File: config.mk
export PLATFORM = sky130hd
export DESIGN_NAME = r4sdf_stage
export DESIGN_NICKNAME = d
export VERILOG_FILES = /design/src/rtl/r4sdf_stage.sv
export SDC_FILE = /design/constraint.sdc
export NUM_CORES = 1
export LEC_CHECK = 0
export BUFFER_PORTS_ARGS = -buffer_cell sky130_fd_sc_hd__buf_2
export CORE_MARGIN = 1
export CORE_UTILIZATION = 53
export CTS_CLUSTER_SIZE = 28
export DETAILED_ROUTE_END_ITERATION = 8
export PLACE_DENSITY_LB_ADDON = 0.25
export SLEW_MARGIN = 20
export SYNTH_ARGS = -nofsm -noshare
export SYNTH_HDL_FRONTEND = slang
export SYNTH_SLANG_ARGS = --single-unit
File: constraint.sdc
create_clock -name clk -period 21.3 [get_ports clk]
set_input_delay 4.26 -clock clk [delete_from_list [all_inputs] [get_ports clk]]
set_output_delay 4.26 -clock clk [all_outputs]
set_load 0.02 [all_outputs]
File: src/rtl/r4sdf_stage.sv
// Radix-4 single-delay-feedback FFT stage: three L-deep feedback delay lines feeding a
// radix-4 butterfly, with valid/sof qualification, optional /4 scaling and saturation.
module r4sdf_stage #(
  parameter int DW    = 16,
  parameter int LOG2L = 2,
  parameter int SCALE = 1
) (
  input  logic                 clk,
  input  logic                 rst,
  input  logic                 in_valid,
  input  logic                 in_sof,
  input  logic signed [DW-1:0] in_r,
  input  logic signed [DW-1:0] in_i,
  output logic                 out_valid,
  output logic                 out_sof,
  output logic signed [DW-1:0] out_r,
  output logic signed [DW-1:0] out_i,
  output logic                 ovf
);

  localparam int L  = 1 << LOG2L;
  localparam int CW = LOG2L + 2;
  localparam logic [CW-1:0]        SOF_CNT  = CW'(3 * L);
  localparam logic signed [DW+1:0] SAT_MAX  = {3'b000, {(DW-1){1'b1}}};
  localparam logic signed [DW+1:0] SAT_MIN  = {3'b111, {(DW-1){1'b0}}};
  localparam logic signed [DW-1:0] OUT_MAX  = {1'b0, {(DW-1){1'b1}}};
  localparam logic signed [DW-1:0] OUT_MIN  = {1'b1, {(DW-1){1'b0}}};

  function automatic logic signed [DW+1:0] ext(input logic signed [DW-1:0] a);
    return {{2{a[DW-1]}}, a};
  endfunction

  function automatic logic clips(input logic signed [DW+1:0] v);
    return (SCALE == 0) && ((v > SAT_MAX) || (v < SAT_MIN));
  endfunction

  // Floor shift by 2 when scaling, otherwise clamp into the DW-bit range.
  function automatic logic signed [DW-1:0] norm(input logic signed [DW+1:0] v);
    if (SCALE != 0) return DW'(v >>> 2);
    if (v > SAT_MAX) return OUT_MAX;
    if (v < SAT_MIN) return OUT_MIN;
    return v[DW-1:0];
  endfunction

  logic [CW-1:0]         cnt_q, cnt_d, ccnt;
  logic                  primed_q;
  logic                  out_valid_q, out_sof_q, ovf_q;
  logic signed [DW-1:0]  out_r_q, out_i_q, out_r_d, out_i_d;
  logic [2*DW-1:0]       dl_q [3][L];

  logic [1:0]            phase;
  logic                  bfly, clip;
  logic signed [DW-1:0]  hr [3];
  logic signed [DW-1:0]  hi [3];
  logic signed [DW+1:0]  fr [4];
  logic signed [DW+1:0]  fi [4];
  logic signed [DW-1:0]  nr [4];
  logic signed [DW-1:0]  ni [4];
  logic [2*DW-1:0]       din [3];
  logic [2:0]            shift;

  always_comb begin
    ccnt  = (in_valid && in_sof) ? '0 : cnt_q;
    cnt_d = ccnt + CW'(1);
    phase = ccnt[CW-1 -: 2];
    bfly  = (phase == 2'd3);
    for (int k = 0; k < 3; k++) begin
      hr[k] = $signed(dl_q[k][L-1][2*DW-1:DW]);
      hi[k] = $signed(dl_q[k][L-1][DW-1:0]);
    end
    fr[0] = ext(hr[0]) + ext(hr[1]) + ext(hr[2]) + ext(in_r);
    fi[0] = ext(hi[0]) + ext(hi[1]) + ext(hi[2]) + ext(in_i);
    fr[1] = ext(hr[0]) + ext(hi[1]) - ext(hr[2]) - ext(in_i);
    fi[1] = ext(hi[0]) - ext(hr[1]) - ext(hi[2]) + ext(in_r);
    fr[2] = ext(hr[0]) - ext(hr[1]) + ext(hr[2]) - ext(in_r);
    fi[2] = ext(hi[0]) - ext(hi[1]) + ext(hi[2]) - ext(in_i);
    fr[3] = ext(hr[0]) - ext(hi[1]) - ext(hr[2]) + ext(in_i);
    fi[3] = ext(hi[0]) + ext(hr[1]) - ext(hi[2]) - ext(in_r);
    clip = 1'b0;
    for (int k = 0; k < 4; k++) begin
      nr[k] = norm(fr[k]);
      ni[k] = norm(fi[k]);
      clip  = clip | clips(fr[k]) | clips(fi[k]);
    end
    // In the butterfly phase all three lines take f1..f3; otherwise only line 'phase' shifts.
    for (int k = 0; k < 3; k++) begin
      din[k]   = bfly ? {nr[k+1], ni[k+1]} : {in_r, in_i};
      shift[k] = in_valid && (bfly || (phase == 2'(k)));
    end
    case (phase)
      2'd0:    begin out_r_d = hr[0]; out_i_d = hi[0]; end
      2'd1:    begin out_r_d = hr[1]; out_i_d = hi[1]; end
      2'd2:    begin out_r_d = hr[2]; out_i_d = hi[2]; end
      default: begin out_r_d = nr[0]; out_i_d = ni[0]; end
    endcase
  end

  always_ff @(posedge clk) begin
    for (int k = 0; k < 3; k++) begin
      if (shift[k]) begin
        for (int i = L - 1; i > 0; i--) dl_q[k][i] <= dl_q[k][i-1];
        dl_q[k][0] <= din[k];
      end
    end
  end

  // Output register stage
  always_ff @(posedge clk) begin
    if (rst) begin
      cnt_q       <= '0;
      primed_q    <= 1'b0;
      out_valid_q <= 1'b0;
      out_sof_q   <= 1'b0;
      out_r_q     <= '0;
      out_i_q     <= '0;
      ovf_q       <= 1'b0;
    end else begin
      out_valid_q <= in_valid && (primed_q || bfly);
      out_sof_q   <= in_valid && bfly && (ccnt == SOF_CNT);
      if (in_valid) begin
        cnt_q   <= cnt_d;
        out_r_q <= out_r_d;
        out_i_q <= out_i_d;
        if (bfly) begin
          primed_q <= 1'b1;
          ovf_q    <= ovf_q | clip;
        end
      end
    end
  end

  assign out_valid = out_valid_q;
  assign out_sof   = out_sof_q;
  assign out_r     = out_r_q;
  assign out_i     = out_i_q;
  assign ovf       = ovf_q;

endmodule

==> impl_metrics.py, run 1 <==
metrics = {
    "layout": {
        "num_antenna_cells": 0,
        "n_fill_cell": 3943,
        "multi_input_area_um2": 12320,
        "final_area_um2": 28980,
        "final_cell_mix": "inv_1, edfxtp_1, fa_1",
        "utilization_pct": 59.21,
        "ff_latch_area_um2": 12310,
        "layout-drive-gt1-share_pct": 8.367,
        "final_common_cell": "inv_1",
        "nets": 2641,
        "syn_to_final_growth_pct": 10.18,
    },
    "clocking": {
        "cts_max_level": 2,
        "cts_tree": "built",
        "clk_pin_slew_worst_paths_ns": 0.06,
        "cts_setup_buffers": 0,
        "cts.repair.resized": 0,
        "numCtsBuffers": 46,
        "hold_buffers": 0,
        "clock-sinks": 423,
        "cts_buffer_depth": 3,
        "clk_latency_ns": 0.59,
        "cts_root_buf": "clkbuf_16",
    },
    "synth": {
        "yosys-top-cells-area": "edfxtp_1, fa_1, ha_1",
        "synth_top_family_by_area": "adder cells",
        "yosys.area.top_type": "edfxtp_1",
        "synth-compound-area-share_pct": 10.54,
        "synthSimpleGateAreaFrac_pct": 6.668,
        "avgSynthCellArea_um2": 12.40,
        "synthDistinctLibCells": 73,
        "synth_xor_area_share_pct": 2.996,
        "syn_area_um2": 26310,
        "synth-edff-count": 384,
        "yosysSeqAreaShare_pct": 46.80,
        "async_reset_ff_share_pct": 0,
        "synth_seq_cells": 423,
        "synth.area.mux_share_pct": 0.2711,
        "netlist.area_leader.share_pct": 43.83,
        "synth.net_count": 2554,
        "synth-main-ff-cell": "edfxtp_1",
        "synthAdderAreaFrac_pct": 26.20,
        "syn_inst": 2122,
        "ys_warn_count": 0,
    },
    "critical_path": {
        "arrival_ns": 8.48,
        "setup.worst_path.start_class": "input pin",
        "critPathCaptureType": "flip-flop",
        "critPathKind": "input pin to flip-flop",
        "cp_max_fo": 4,
        "cp.required_ns": 21.75,
    },
    "placed_design": {
        "post-place-ws_ns": 12.70,
        "dp_hpwl_mm": 49.76,
        "place_area_um2": 27450,
        "gp_congestion": 0.9746,
        "port_buffers": 69,
    },
    "global_routing": {
        "grt_usage_pct": 26.96,
        "antenna_found_initial": 1,
        "grt_pass1_vias": 17050,
        "grt_max_degree": 75,
        "grt_pass1_wl_mm": 100.6,
        "globalRouteOverflowTotal": 0,
    },
    "power": {
        "power.total_mw": 2.207,
        "vdd_drop_max_mv": 0.05407,
        "leakagePower_nw": 12.43,
        "p_per_area_nw_per_um2": 76.15,
    },
    "routing": {
        "wl_met1_mm": 29.08,
        "maxUsedRoutingLayer": "met5",
        "drt_pass1_iterations": 6,
        "drtAntennaViolNets": 0,
        "drt_iter0_drc": 1526,
        "avgViaCountPerCell": 5.637,
        "drc": 0,
        "wl_met2_mm": 29.03,
        "vias": 16410,
        "wl_met3_mm": 5.320,
        "avgRoutedWirePerCell_um": 22.62,
        "wl_mm": 65.84,
    },
    "sta": {
        "finalSetupTns_ns": 0,
        "max_freq_mhz": 124.5,
        "relSlewSlack_pct": 26.89,
        "final_max_slew_viol_count": 0,
        "tightest_slew_ns": 1.092,
        "rsz0062_at_grt": "false",
        "hold_viol_final": 0,
        "fin_skew_ns": 0.02959,
        "min_period_ns": 8.035,
        "final.setup.worst_slack_ns": 13.26,
        "post-route-period-util_pct": 37.72,
        "finalSetupViolCount": 0,
    },
    "floorplanning": {
        "ios": 71,
        "die_h_um": 224.8,
        "die_x_um": 224.8,
        "row_count": 81,
        "die_area_um2": 50530,
        "coreArea_um2": 48950,
        "initial_utilization_pct": 53.74,
    },
    "run": {
        "max_cap_viol_count": 0,
    },
    "run_status": {
        "run_status": "finished, final reports clean",
    },
    "worst_hold_path": {
        "min_path_type": "flip-flop to flip-flop",
    },
}
-- power by group --
part	switching, mW	internal, mW
clock network	0.338	0.470
logic	0.290	0.179
registers	0.0113	0.920
total	0.639	1.57
-- worst max-delay path, stage by stage --
cell and delay [ns]:
buf_2 0.14, inv_1 0.12, fa_1 0.50, fa_1 0.52, nor3_1 0.08, fa_1 0.47, a21o_1 0.23, a31oi_1 0.37
a21oi_1 0.27, a211o_1 0.32, o311ai_0 0.26, o21ai_0 0.30, xnor2_1 0.22, a2111oi_0 0.42
-- cell usage after synthesis, drive strengths merged (12+ instances only) --
library cell and instances:
xor2 45, dfxtp 39, o31ai 13, o21ai 54
inv 412, edfxtp 384, a21oi 79, fa 258
nand3 18, a211oi 18, clkbuf 34, o21a 21
ha 138, a31oi 14, a21o 80, a222oi 19
nand2b 15, a221oi 12, a2111oi 15, nor2 112
xnor2 45, or3 17, nor3 38, nand2 87
-- state kept, by name, indices dropped and copies added, names as in the netlist --
register / flops
cnt_q: 4
dl_q: 384
out_r: 16
out_sof: 1
out_valid: 1
out_i: 16
primed_q: 1
-- layout make-up --
class | instances | share of cell area [%]
Clock buffer | 54 | 4.144
Clock inverter | 32 | 1.157
Inverter | 412 | 5.336
Multi-Input combinational cell | 1244 | 42.49
Sequential cell | 423 | 42.48
Tap cell | 664 | 2.866
Timing Repair Buffer | 82 | 1.528
-- logic make-up (layout without fill, tap and decap cells) --
logic type,after synthesis,in the layout
buf+inv,455,580
flops,423,423
fa+ha+maj,396,396
compound gates,389,389
simple gates,361,361
xor+xnor,90,90
mux,7,7
other cells,1,1
-- per-stage QoR --
stage          hold slack, ns  instances
6_report               0.4122       2911
5_1_grt                0.4164       2911
4_1_cts                0.4120       2911
3_5_place_dp           0.4045       2825
3_3_place_gp           0.4005       2825
2_1_floorplan          0.4003       2122
-- path summary, 6_finish.rpt --
kind / start / end / slack [ns] / cells after the start
hold reg to reg: dl_q[0][94]$_DFFE_PP_ / dl_q[0][62]$_DFFE_PP_ / 0.41 / 0
hold / removal: dl_q[0][94]$_DFFE_PP_ / dl_q[0][62]$_DFFE_PP_ / 0.41 / 0
setup / recovery: in_r[1] / out_r[15]$_SDFFE_PP0P_ / 13.26 / 14
setup reg to reg: dl_q[1][17]$_DFFE_PP_ / out_r[15]$_SDFFE_PP0P_ / 16.58 / 13
-- metal layers --
layer	GRT usage [%]	up-vias
met5	0	-
met4	10.09	2
met3	5.513	128
met2	40.13	642
met1	39.14	8219
li1	-	7419
Power figures use the tool's default switching activity.
==> run 2, diff against run 1 <==
Clock period 21.3 ns to 6.6 ns, I/O delays scaled along.
==> impl_metrics.py, run 2 (synthesis gave the netlist of run 1 again) <==
metrics = {
    "global_routing": {
        "grtUsageMet3_pct": 6.466,
        "globalRouteOverflowTotal": 0,
        "grt_pass1_vias": 16830,
        "grt_util_met2_pct": 40.24,
        "grt.busiest_layer": "met2",
        "antenna_found_initial": 1,
        "grt_pass1_wl_mm": 100.7,
        "grt_util_met1_pct": 39.16,
        "grt_max_degree": 73,
        "grt_usage_pct": 27.09,
    },
    "power": {
        "leakagePower_nw": 12.43,
        "vdd_drop_max_mv": 0.1829,
        "p_per_area_nw_per_um2": 243.2,
    },
    "layout": {
        "nets": 2646,
        "syn_to_final_growth_pct": 10.05,
        "ff_latch_area_um2": 12310,
        "largest_register_ffs": 384,
        "n_fill_cell": 3901,
        "num_antenna_cells": 0,
        "multi_input_area_um2": 12320,
        "final_cell_mix": "inv_1, edfxtp_1, fa_1",
        "layout-drive-gt1-share_pct": 8.230,
        "top_register": "dl_q",
        "final_common_cell": "inv_1",
    },
    "sta": {
        "finalSetupViolCount": 0,
        "relSlewSlack_pct": 24.19,
        "final.setup.worst_slack_ns": 1.499,
        "rsz0062_at_grt": "false",
        "final_max_slew_viol_count": 0,
        "finalSetupTns_ns": 0,
        "tightest_slew_ns": 1.137,
        "post-route-period-util_pct": 77.29,
        "max_freq_mhz": 196.0,
        "fin_skew_ns": 0.02399,
        "min_period_ns": 5.101,
        "hold_viol_final": 0,
    },
    "clocking": {
        "cts_buffer_depth": 3,
        "cts_root_buf": "clkbuf_16",
        "clock-sinks": 423,
        "clk_latency_ns": 0.59,
        "cts_tree": "built",
        "cts.repair.resized": 0,
        "numCtsBuffers": 47,
        "clk_pin_slew_worst_paths_ns": 0.06,
        "hold_buffers": 0,
        "cts_max_level": 2,
        "cts_setup_buffers": 0,
    },
    "routing": {
        "drt_iter0_drc": 1560,
        "avgViaCountPerCell": 5.620,
        "avgRoutedWirePerCell_um": 22.61,
        "drtAntennaViolNets": 0,
        "wl_mm": 65.85,
        "drc": 0,
        "drt_pass1_iterations": 6,
        "vias": 16370,
    },
    "floorplanning": {
        "initial_utilization_pct": 53.74,
        "die_x_um": 224.8,
        "coreArea_um2": 48950,
        "die_h_um": 224.8,
        "die_area_um2": 50530,
        "row_count": 81,
        "ios": 71,
    },
    "critical_path": {
        "cp_max_fo": 4,
        "r2r_end": "out_r[15]$_SDFFE_PP0P_",
        "reg2reg_depth": 13,
        "critPathCaptureType": "flip-flop",
        "cp.required_ns": 7.07,
        "arrival_ns": 5.57,
        "cpPeakStageDelay_ns": 0.52,
        "critPathKind": "input pin to flip-flop",
        "r2r_slack_ns": 1.91,
        "path_buf_inv": 2,
        "setup.worst_path.start_class": "input pin",
        "cp_slowest_cell": "fa_1",
        "r2r-start": "dl_q[2][17]$_DFFE_PP_",
        "cp_cell_sequence": "buf_2 -> inv_1 -> fa_1 -> fa_1 -> nor3_1 -> fa_1 -> a21o_1 -> a31oi_1 -> a21oi_1 -> a211o_1 -> o311ai_0 -> o21ai_0 -> xnor2_1 -> a2111oi_0",
        "crit_path_frequent_cell": "fa_1",
        "critPathTopFamily": "compound AO/OA/AOI/OAI gates",
    },
    "worst_hold_path": {
        "min_from": "dl_q[2][65]$_DFFE_PP_",
        "whs_endpoint": "dl_q[2][33]$_DFFE_PP_",
        "min_path_cells": 0,
        "min_path_type": "flip-flop to flip-flop",
    },
    "placed_design": {
        "gp_congestion": 0.9649,
        "post-place-ws_ns": 0.9962,
        "port_buffers": 69,
        "dp_hpwl_mm": 50.00,
    },
    "run_status": {
        "run_status": "finished, final reports clean",
    },
    "run": {
        "max_cap_viol_count": 0,
    },
}
## run 2: layout make-up
class | count | share of cell area, %
clock buffer | 55 | 4.166
clock inverter | 28 | 0.8730
inverter | 412 | 5.342
multi-input combinational | 1244 | 42.55
sequential | 423 | 42.53
tap | 664 | 2.870
timing repair buffer | 86 | 1.677
## run 2: where the power goes
group	switching [mW]	internal, mW
logic	0.938	0.580
clock network	1.06	1.46
registers	0.0360	2.97
total	2.03	5.01
## run 2: metrics by stage
step                util, %  cells  total power, mW  instance area [um2]  hold WS [ns]
detailed placement    56.16   2829            4.543                27490        0.4045
CTS                   59.14   2912            7.081                28950        0.4087
finish                59.14   2912            7.040                28950        0.4095
global route          59.14   2912            7.355                28950        0.4165
floorplan                 -   2122            4.096                26310        0.4003
global placement      56.16   2829            4.520                27490        0.4002
## run 2: how the worst max path moves through the flow
stage | start | end | slack [ns] | cells after the start
2_1_floorplan | in_valid | dl_q[0][0]$_DFFE_PP_ | 0.62 | 4
3_3_place_gp | in_r[1] | out_r[15]$_SDFFE_PP0P_ | 1.12 | 14
3_5_place_dp | in_i[2] | dl_q[2][126]$_DFFE_PP_ | 1.0 | 14
4_1_cts | in_i[2] | dl_q[2][126]$_DFFE_PP_ | 1.62 | 14
5_1_grt | in_r[1] | out_r[15]$_SDFFE_PP0P_ | 1.35 | 14
6_report | in_r[1] | out_r[15]$_SDFFE_PP0P_ | 1.50 | 14
## run 2: metal layers
layer	vias up	share of wire, %
li1	7420	-
met3	106	8.9
met1	8219	44
met5	-	0.020
met4	2	3.0
met2	618	44
==> run 3, diff against run 2 <==
Clock period 6.6 ns to 4.7 ns, I/O delays scaled along.
==> impl_metrics.py, run 3 (synthesis gave the netlist of run 1 again) <==
metrics = {
    "run_status": {
        "run_status": "finished, final reports clean",
    },
    "critical_path": {
        "cp.required_ns": 5.01,
        "cp_slowest_cell": "fa_1",
        "startpoint": "in_i[2]",
        "critPathTopFamily": "compound AO/OA/AOI/OAI gates",
        "critPathCaptureType": "flip-flop",
        "cpPeakStageDelay_ns": 0.53,
        "cp_max_fo": 5,
        "cp_cell_sequence": "buf_2 -> inv_1 -> fa_1 -> fa_1 -> inv_1 -> ha_1 -> nand4b_1 -> a21oi_1 -> o211ai_1 -> a21oi_1 -> buf_4 -> o31ai_2 -> buf_4 -> a2111oi_2 -> o21a_1 -> o31ai_1",
        "setup.worst_path.start_class": "input pin",
        "arrival_ns": 4.76,
        "r2r-start": "dl_q[2][18]$_DFFE_PP_",
        "critPathKind": "input pin to flip-flop",
        "path_buf_inv": 5,
        "r2r_slack_ns": 0.27,
    },
    "floorplanning": {
        "die_area_um2": 50530,
        "die_x_um": 224.8,
        "row_count": 81,
        "ios": 71,
        "die_h_um": 224.8,
        "coreArea_um2": 48950,
        "initial_utilization_pct": 53.74,
    },
    "layout": {
        "largest_register_ffs": 384,
        "syn_to_final_growth_pct": 13.14,
        "final_cell_mix": "inv_1, edfxtp_1, fa_1",
        "top_register": "dl_q",
        "layout-drive-gt1-share_pct": 11.67,
        "utilization_pct": 60.80,
        "num_antenna_cells": 0,
        "nets": 2725,
        "final_common_cell": "inv_1",
    },
    "routing": {
        "vias": 16740,
        "drc": 0,
        "drtAntennaViolNets": 0,
        "avgRoutedWirePerCell_um": 22.19,
        "drt_iter0_drc": 1550,
        "drt_pass1_iterations": 8,
        "wl_mm": 66.44,
        "avgViaCountPerCell": 5.590,
    },
    "sta": {
        "fin_skew_ns": 0.02613,
        "post-route-period-util_pct": 94.66,
        "tightest_slew_ns": 1.041,
        "relSlewSlack_pct": 29.71,
        "final_max_slew_viol_count": 0,
        "finalSetupViolCount": 0,
        "rsz0062_at_grt": "false",
        "hold_viol_final": 0,
        "min_period_ns": 4.449,
        "hold_slack_ns": 0.4120,
        "finalSetupTns_ns": 0,
        "max_freq_mhz": 224.8,
    },
    "global_routing": {
        "globalRouteOverflowTotal": 0,
        "antenna_found_initial": 0,
        "grt_usage_pct": 27.23,
        "grt_pass1_wl_mm": 101.5,
        "grt_max_degree": 109,
        "grt_pass1_vias": 16990,
    },
    "clocking": {
        "clk_latency_ns": 0.59,
        "cts_root_buf": "clkbuf_16",
        "cts_buffer_depth": 3,
        "cts_tree": "built",
        "cts.repair.resized": 0,
        "cts_setup_buffers": 0,
        "numCtsBuffers": 46,
        "hold_buffers": 0,
        "clock-sinks": 423,
        "clk_pin_slew_worst_paths_ns": 0.07,
        "cts_max_level": 2,
    },
    "power": {
        "power_switching_mw": 2.959,
        "leakagePower_nw": 12.89,
        "p_comb_share_pct": 21.8,
        "clkPwrFrac_pct": 37.6,
        "intPower_mw": 7.434,
        "p_seq_share_pct": 40.6,
        "swShare_pct": 28.47,
        "p_per_area_nw_per_um2": 349.2,
        "power.total_mw": 10.39,
        "vdd_drop_max_mv": 0.2809,
    },
    "worst_hold_path": {
        "min_path_type": "flip-flop to flip-flop",
        "min_from": "dl_q[1][35]$_DFFE_PP_",
    },
    "placed_design": {
        "dp_hpwl_mm": 50.59,
        "port_buffers": 69,
        "gp_congestion": 0.9430,
    },
    "run": {
        "max_cap_viol_count": 0,
    },
}
-- run 3: cell type report --
| cell class | instances | area [um2] |
|---|---|---|
| Sequential cell | 423 | 12310 |
| Clock inverter | 31 | 361.6 |
| Timing Repair Buffer | 166 | 1124 |
| Inverter | 412 | 1546 |
| Multi-Input combinational cell | 1244 | 12310 |
| Tap cell | 664 | 830.8 |
| Fill cell | 3876 | 19190 |
| Clock buffer | 54 | 1275 |
-- run 3: worst paths after layout --
check / end / cells after the start
max: dl_q[0][125]$_DFFE_PP_ / 16
min: dl_q[1][3]$_DFFE_PP_ / 0
max reg2reg: dl_q[0][125]$_DFFE_PP_ / 14
min reg2reg: dl_q[1][3]$_DFFE_PP_ / 0
-- run 3: power by group through the flow --
stage	registers, mW	clock network [mW]	logic [mW]
global placement	4.29	0	2.20
floorplan	4.30	0	1.45
CTS	4.22	3.97	2.25
detailed placement	4.30	0	2.22
finish	4.22	3.90	2.27
global route	4.22	4.10	2.51
-- run 3: stage by stage --
step | instance area, um2 | instances | setup slack (ns)
floorplan | 26320 | 2122 | 0.3392
global placement | 28130 | 2909 | -0.2565
detailed placement | 28130 | 2909 | -0.2823
CTS | 29760 | 2994 | 0.2910
global route | 29760 | 2994 | 0.01666
finish | 29760 | 2994 | 0.2508
-- run 3: layer usage --
metal,global-route usage [%],share of wire [%]
met1,41.23,45
met2,41.43,45
met3,4.076,7.5
met4,6.671,2.0
met5,0,0
